<file path="config.mk">
export PLATFORM = sky130hd
export DESIGN_NAME = memory_stage
export DESIGN_NICKNAME = d
export VERILOG_FILES = /design/src/rtl/mem_stage_pkg.sv /design/src/rtl/Mux_2to1.sv /design/src/rtl/memory_stage.sv
export SDC_FILE = /design/constraint.sdc
export NUM_CORES = 1
export LEC_CHECK = 0
export CAP_MARGIN = 20
export CORE_UTILIZATION = 30
export DETAILED_ROUTE_END_ITERATION = 6
export GPL_TIMING_DRIVEN = 1
export PLACE_DENSITY = 0.56
export SLEW_MARGIN = 5
export SYNTH_ARGS = -nofsm -noshare
export SYNTH_HDL_FRONTEND = slang
export SYNTH_SLANG_ARGS = --single-unit
export TNS_END_PERCENT = 30
</file>
<file path="constraint.sdc">
create_clock -name clk -period 10.75 [get_ports clk]
set_input_delay 2.15 -clock clk [delete_from_list [all_inputs] [get_ports clk]]
set_output_delay 2.15 -clock clk [all_outputs]
set_load 0.02 [all_outputs]
</file>
<file path="src/rtl/mem_stage_pkg.sv">
// Shared types and default widths for the memory stage.
package mem_stage_pkg;

  localparam int DATA_W_DEF = 32;
  localparam int RD_W_DEF   = 5;

  // IDLE: sampling EX/MEM. WAIT: one data-memory access outstanding.
  typedef enum logic {
    IDLE = 1'b0,
    WAIT = 1'b1
  } state_e;

endpackage

</file>
<file path="src/rtl/Mux_2to1.sv">
// Generic two-input mux: sel=0 picks in1, sel=1 picks in2.
module Mux_2to1 #(
  parameter int WIDTH = 32
) (
  input  logic [WIDTH-1:0] in1,
  input  logic [WIDTH-1:0] in2,
  input  logic             sel,
  output logic [WIDTH-1:0] y
);

  assign y = sel ? in2 : in1;

endmodule

</file>
<file path="src/rtl/memory_stage.sv">
// MEM stage of the 5-stage pipeline: issues loads/stores over a req/ready
// handshake, stalls upstream while an access is in flight, and registers
// the MEM/WB values. The register-index width parameter is RD_WIDTH
// because RD_W is already the writeback-destination output port.
module memory_stage
  import mem_stage_pkg::*;
#(
  parameter int DATA_W   = DATA_W_DEF,
  parameter int RD_WIDTH = RD_W_DEF,
  parameter int CNT_W    = 32
) (
  input  logic                clk,
  input  logic                rst,
  input  logic                valid_M,
  input  logic [DATA_W-1:0]   Alu_out_M,
  input  logic [DATA_W-1:0]   DM_WD_M,
  input  logic                DM_Write_M,
  input  logic                Result_M,
  input  logic                RF_WE_M,
  input  logic [RD_WIDTH-1:0] RD_M,
  output logic                stall_M,
  output logic                dm_req,
  output logic                dm_we,
  output logic [DATA_W-1:0]   dm_addr,
  output logic [DATA_W-1:0]   dm_wdata,
  input  logic [DATA_W-1:0]   dm_rdata,
  input  logic                dm_ready,
  output logic [DATA_W-1:0]   Result_W,
  output logic                RF_WE_W,
  output logic [RD_WIDTH-1:0] RD_W,
  output logic                valid_W,
  output logic [CNT_W-1:0]    stall_count
);

  state_e              state_q, state_d;
  logic                dm_req_q, dm_req_d;
  logic                dm_we_q, dm_we_d;
  logic [DATA_W-1:0]   dm_addr_q, dm_addr_d;
  logic [DATA_W-1:0]   dm_wdata_q, dm_wdata_d;
  // Instruction fields captured at issue; upstream is frozen during WAIT
  // but these keep the completion independent of what EX/MEM shows then.
  logic                cap_load_q, cap_load_d;
  logic                cap_we_q, cap_we_d;
  logic [RD_WIDTH-1:0] cap_rd_q, cap_rd_d;
  logic [DATA_W-1:0]   cap_alu_q, cap_alu_d;
  logic [DATA_W-1:0]   res_w_q, res_w_d;
  logic                rfwe_w_q, rfwe_w_d;
  logic [RD_WIDTH-1:0] rd_w_q, rd_w_d;
  logic                valid_w_q, valid_w_d;
  logic [CNT_W-1:0]    cnt_q, cnt_d;
  logic                stall;
  logic                is_store, is_load, is_mem;
  logic [DATA_W-1:0]   mem_wb_val;

  // Store wins over load when both DM_Write_M and Result_M are set.
  assign is_store = valid_M & DM_Write_M;
  assign is_load  = valid_M & Result_M & ~DM_Write_M;
  assign is_mem   = is_store | is_load;

  Mux_2to1 #(.WIDTH(DATA_W)) u_wb_mux (
    .in1 (cap_alu_q),
    .in2 (dm_rdata),
    .sel (cap_load_q),
    .y   (mem_wb_val)
  );

  // Next-state, request, capture and MEM/WB selection.
  always_comb begin
    state_d    = state_q;
    dm_req_d   = dm_req_q;
    dm_we_d    = dm_we_q;
    dm_addr_d  = dm_addr_q;
    dm_wdata_d = dm_wdata_q;
    cap_load_d = cap_load_q;
    cap_we_d   = cap_we_q;
    cap_rd_d   = cap_rd_q;
    cap_alu_d  = cap_alu_q;
    res_w_d    = res_w_q;
    rd_w_d     = rd_w_q;
    rfwe_w_d   = 1'b0;
    valid_w_d  = 1'b0;
    stall      = 1'b0;
    case (state_q)
      IDLE: begin
        if (is_mem) begin
          stall      = 1'b1;
          dm_req_d   = 1'b1;
          dm_we_d    = is_store;
          dm_addr_d  = Alu_out_M;
          dm_wdata_d = DM_WD_M;
          cap_load_d = is_load;
          cap_we_d   = RF_WE_M;
          cap_rd_d   = RD_M;
          cap_alu_d  = Alu_out_M;
          state_d    = WAIT;
        end else if (valid_M) begin
          res_w_d   = Alu_out_M;
          rfwe_w_d  = RF_WE_M & (RD_M != '0);
          rd_w_d    = RD_M;
          valid_w_d = 1'b1;
        end
      end
      WAIT: begin
        stall = ~dm_ready;
        if (dm_ready) begin
          dm_req_d  = 1'b0;
          res_w_d   = mem_wb_val;
          rfwe_w_d  = cap_we_q & (cap_rd_q != '0);
          rd_w_d    = cap_rd_q;
          valid_w_d = 1'b1;
          state_d   = IDLE;
        end
      end
      default: state_d = IDLE;
    endcase
    cnt_d = (stall && (cnt_q != {CNT_W{1'b1}})) ? cnt_q + 1'b1 : cnt_q;
  end

  // All state resets asynchronously so dm_req drops without a clock edge.
  always_ff @(posedge clk or posedge rst) begin
    if (rst) begin
      state_q    <= IDLE;
      dm_req_q   <= 1'b0;
      dm_we_q    <= 1'b0;
      dm_addr_q  <= '0;
      dm_wdata_q <= '0;
      cap_load_q <= 1'b0;
      cap_we_q   <= 1'b0;
      cap_rd_q   <= '0;
      cap_alu_q  <= '0;
      res_w_q    <= '0;
      rfwe_w_q   <= 1'b0;
      rd_w_q     <= '0;
      valid_w_q  <= 1'b0;
      cnt_q      <= '0;
    end else begin
      state_q    <= state_d;
      dm_req_q   <= dm_req_d;
      dm_we_q    <= dm_we_d;
      dm_addr_q  <= dm_addr_d;
      dm_wdata_q <= dm_wdata_d;
      cap_load_q <= cap_load_d;
      cap_we_q   <= cap_we_d;
      cap_rd_q   <= cap_rd_d;
      cap_alu_q  <= cap_alu_d;
      res_w_q    <= res_w_d;
      rfwe_w_q   <= rfwe_w_d;
      rd_w_q     <= rd_w_d;
      valid_w_q  <= valid_w_d;
      cnt_q      <= cnt_d;
    end
  end

  assign stall_M     = stall;
  assign dm_req      = dm_req_q;
  assign dm_we       = dm_we_q;
  assign dm_addr     = dm_addr_q;
  assign dm_wdata    = dm_wdata_q;
  assign Result_W    = res_w_q;
  assign RF_WE_W     = rfwe_w_q;
  assign RD_W        = rd_w_q;
  assign valid_W     = valid_w_q;
  assign stall_count = cnt_q;

endmodule
</file>
# ---- Word level (Yosys, flattened, before mapping)
# Index checks and enable logic that the tools add are counted.
dict set report op_classes {
  n_mux 24
  reduce_logical 6
  n_eq_ne 5
  bitwise 9
  add_sub_neg 1
}
# cell n
set op_table {}
lappend op_table {{32-bit two-way mux} 4}
lappend op_table {{32-bit one-hot mux with 2 select lines} 1}
lappend op_table {{32-bit by 1-bit adder with 32-bit output, second input constant} 1}
lappend op_table {{32-bit inequality test, second input constant} 1}
lappend op_table {{5-bit two-way mux} 3}
lappend op_table {{1-bit two-way mux} 10}
lappend op_table {{1-bit one-hot mux with 2 select lines} 5}
lappend op_table {{5-bit one-hot mux with 2 select lines} 1}
lappend op_table {{5-bit nonzero test} 2}
lappend op_table {{2-bit inequality test, second input constant} 4}
lappend op_table {{1-bit AND} 5}
lappend op_table {{2-bit AND reduction} 2}
lappend op_table {{1-bit NOT} 3}
lappend op_table {{3-bit AND reduction} 1}
lappend op_table {{1-bit logical AND} 1}
lappend op_table {{1-bit bitwise OR} 1}
dict set report word_totals {
  in_bits 108
  ff_bits 145
}

# ---- Depth between registers and ports, before layout
dict set report logic_depth {
  word_depth 6
  ltp_mapped 7
  mapped_depth_nobuf 6
}

# ---- Hierarchy
# Synthesis repeated with hierarchy kept, for this count alone.
dict set report unflattened {
  hier_cells 517
  area_unflattened_um2 6656.4
}
# module seq_area_each_um2 area_each_um2 n_inst cells_per_inst
set modules_own_cells {}
lappend modules_own_cells {memory_stage 3628.5 6112.1 1 481}
lappend modules_own_cells {Mux_2to1 0.0 544.3 1 36}

# ---- Worst setup path before layout
# No wires, ideal clock.
dict set report synth_timing {
  path_type {in2out}
  from {input Result_M}
  to {output stall_M}
  n_path_buf 1
  t_required_ns 8.600
  arrival_ns 2.826
  cell_stages 3
  setup_slack_ns 5.774
  path_cell_list {o21ai_0 mux2i_1 buf_2}
}
dict set report synth_via {
  elab_chain_cells 5
}
# item line_no
set synth_lines {}
lappend synth_lines {{start: declaration} memory_stage.sv:18} ;# input logic Result_M,
lappend synth_lines {{1-bit AND (2 in a row)} memory_stage.sv:57} ;# assign is_load = valid_M & Result_M & ~DM_Write_M;
lappend synth_lines {{1-bit bitwise OR} memory_stage.sv:58} ;# assign is_mem = is_store | is_load;
lappend synth_lines {{1-bit two-way mux} memory_stage.sv:85} ;# if (is_mem) begin
lappend synth_lines {{1-bit one-hot mux with 2 select lines} memory_stage.sv:83} ;# case (state_q)
lappend synth_lines {{end: declaration} memory_stage.sv:21} ;# output logic stall_M,
# Every way passes these cells.

# ---- Final worst setup path
# Ends and elaborated chain as after synthesis.

==> summary.md <==
| Metric | Value |
|---|---|
| WP data required | 8.60 ns |
| Initial antenna violation count | 3 |
| Fillers | 1919 |
| Vias per std cell | 4.80 |
| Fin crit share | 0.567 |
| Area contributors post-synth | dfrtp_1 56%, mux2_2 12%, mux2i_1 6.1%, o21ai_0 5.7%, nand2_1 5.5% |
| Post-Place Setup Slack | 4.68 ns |
| CORE AREA | 0.0210 mm² |
| Pin slew with the least headroom to its limit | 1.06 ns |
| Share of post-route cells with drive strength above 1 | 0.144 |
| Antenna-violating nets left | 0 |
| Count leader, synth | dfrtp_1 |
| Worst reg2reg startpoint | state_q |
| Area Growth Syn to Fin | 51.9% |
| Main synth FF type | dfrtp_1 |
| Cts hold-fix bufs | 0 |
| Max stage delay on crit path | 0.56 ns |
| Grt ovf | 0 |
| First DRT Iteration DRCs | 232 |
| Worst-Skew Late Latency | 0.41 ns |
| Critical path launch point | Result_M |
| Min-delay src | Result_W[8] |
| Crit-path most repeated cell | clkdlybuf4s50_1 |
| Clk buf depth | 2 |
| Clock skew | 0.00781 ns |
| Tmin final | 6.09 ns |
| Number of synthesized register bits | 145 |
| Initial cell density of the core | 0.307 |
| DR vias | 5273 |
| Top-area cell type share of the netlist area | 0.563 |
| Setup slack after layout | 4.66 ns |
| Clk root buf | clkbuf_16 |
| Fin area | 0.00980 mm² |
| Crit path arrival time | 3.94 ns |
| Sequential fraction of the synthesis area | 0.563 |
| Clk sinks | 145 |
| Placed Area | 0.00920 mm² |
| DPL Wire Length | 13200 µm |
| RSZ-0062 raised after global routing | no |
| CP max stage cell | clkdlybuf4s50_1 |
| CTS tree | done |
| Crit Path Max Fanout | 14 |
| Cell count after synthesis | 569 |
| Outcome | finished, final reports clean |
| Die width | 149 µm |
| TritonCTS Buffers | 17 |
| YS warnings | 0 |
| Setup TNS Final | 0 ns |
| Async set-or-reset flop fraction in the synthesized netlist | 1.00 |
| Critical path cell sequence | clkdlybuf4s50_1 > o21ai_0 > mux2i_1 > buf_4 > clkdlybuf4s50_1 |
| Final Max Slew Viols | 0 |
| Post-synth EDFFs | 0 |
| Largest net degree at the start of global routing | 77 |
| Die ar. | 0.0221 mm² |
| Synth Cell Area | 0.00645 mm² |
| Syn Area/Cell | 11.3 µm² |
| Max-slew headroom | 0.294 |
| Die Ht | 149 µm |
| Hold Fails Final Rpt | 0 |
| Leakage power total | 4.07 nW |
| IO Pins | 246 |
| Mapped Nets | 678 |
| Pwr/cell area | 203 mW/mm² |
| Synth area leader | dfrtp_1 |
| Rows | 53 |
| I/O Buffers | 245 |
| Clock slew at reported path FFs | 0.06 ns |
| Kind of critical path | in -> out |
| Tot GR Track Use | 0.173 |
| Synth cell count leaders | 145 x dfrtp_1, 94 x nand2_1, 74 x o21ai_0, 71 x mux2_2, 39 x mux2i_1 |
| First-pass GRT wire length | 29600 µm |
| Post-CTS sizing | 0 |
| Routability Congestion | 0.848 |
| H-tree levels | 4 |
| CP endpoint kind | output port |
| Vias in the first global route | 5315 |
| Post-CTS setup buffers | 0 |
| Final net count | 919 |
| Maximum VDD drop | 0.000101 V |
| Wire per inst | 17.1 µm |
| Synth unique cells | 40 |
| Max_cap viols | 0 |
| Routed WL | 18800 µm |
| DRT Pass-1 Iters | 4 |
| Max Clk Rate | 0.164 GHz |
| # DRC | 0 |
| CP Launch Type | input port |
| Hold WC Path Type | reg -> reg |
| # setup viols final | 0 |
## critical path, delay by kind of cell
kind                   cells  cell delay [ns]
AOI/OAI and AO/OA          1             0.40
buffers and inverters      3             1.26
muxes                      1             0.13
## layout make-up
type | count | area, µm² | share of cell area
sequential | 145 | 3630 | 0.370
clock buffer | 18 | 429 | 0.0438
timing repair buffer | 250 | 2490 | 0.254
clock inverter | 13 | 164 | 0.0167
inverter | 6 | 27.5 | 0.00281
tap | 275 | 344 | 0.0351
antenna | 2 | 5.00 | 0.000511
multi-input combinational | 390 | 2710 | 0.277
## cells by family (layout without fill, tap and decap cells)
logic type / after synthesis / count (layout) / synth area share
simple gates: 163 / 163 / 0.121
flops: 145 / 145 / 0.563
mux: 110 / 110 / 0.184
compound gates: 92 / 92 / 0.0768
buf+inv: 34 / 287 / 0.0202
xor+xnor: 24 / 24 / 0.0326
fa+ha+maj: 1 / 1 / 0.00194
other cells: 0 / 2 / 0
## registers in the layout, summed over array words and instances (netlist names)
register,cells
cap_we_q,1
stall_count,32
cap_alu_q,32
Result_W,32
dm_we,1
cap_rd_q,5
state_q,1
RD_W,5
dm_req,1
valid_W,1
cap_load_q,1
dm_wdata,32
RF_WE_W,1
## metrics by stage
stage	utilization	instances	power (mW)	hold slack, ns
2_1_floorplan	-	569	1.07	0.480
3_3_place_gp	0.438	1066	1.40	0.463
3_5_place_dp	0.438	1066	1.41	0.470
4_1_cts	0.466	1097	2.02	0.485
5_1_grt	0.466	1099	2.10	0.498
6_report	0.466	1099	1.99	0.478
## layout by cell type (no fill, tap or decap), drive strengths merged, types with 2 or more instances in the layout
| cell | instances |
|---|---|
| a21oi | 7 |
| clkdlybuf4s50 | 245 |
| xnor2 | 10 |
| mux2 | 71 |
| clkbuf | 18 |
| dfrtp | 145 |
| or4 | 4 |
| clkinv | 7 |
| or2 | 2 |
| and2 | 2 |
| a211oi | 2 |
| clkinvlp | 2 |
| nand3 | 10 |
| xor2 | 14 |
| nand4 | 15 |
| buf | 5 |
| o21ai | 74 |
| inv | 7 |
| nor2 | 9 |
| nor3 | 15 |
| nand2 | 94 |
| mux2i | 39 |
| nor4 | 6 |
| diode | 2 |
| bufinv | 3 |
| o211ai | 2 |
## routing by layer
layer  vias to the layer above  part of all wire  global-route usage
met3                        19             0.073              0.0436
met4                         0             0.018              0.0665
met5                         -                 0                   0
met2                       208              0.46               0.267
li1                       2493                 -                   -
met1                      2553              0.45               0.231
## where the power goes
| part | internal (mW) | switching (mW) | leakage, nW | total [mW] |
|---|---|---|---|---|
| logic | 0.328 | 0.303 | 2.04 | 0.631 |
| clock network | 0.365 | 0.233 | 0.286 | 0.597 |
| registers | 0.662 | 0.0990 | 1.74 | 0.761 |
## path summary, 6_finish.rpt
check                          endpoint  slack (ns)  cells past startpoint
max                             stall_M        4.66                      5
max in group asynchronous  dm_wdata[24]        7.04                      3
min reg2reg                 Result_W[8]        0.48                      2
min in group asynchronous   dm_wdata[8]        2.20                      2
min                         Result_W[8]        0.48                      2
max reg2reg                dm_wdata[31]        8.15                      4
No activity file was read; power rests on OpenSTA's default activity.
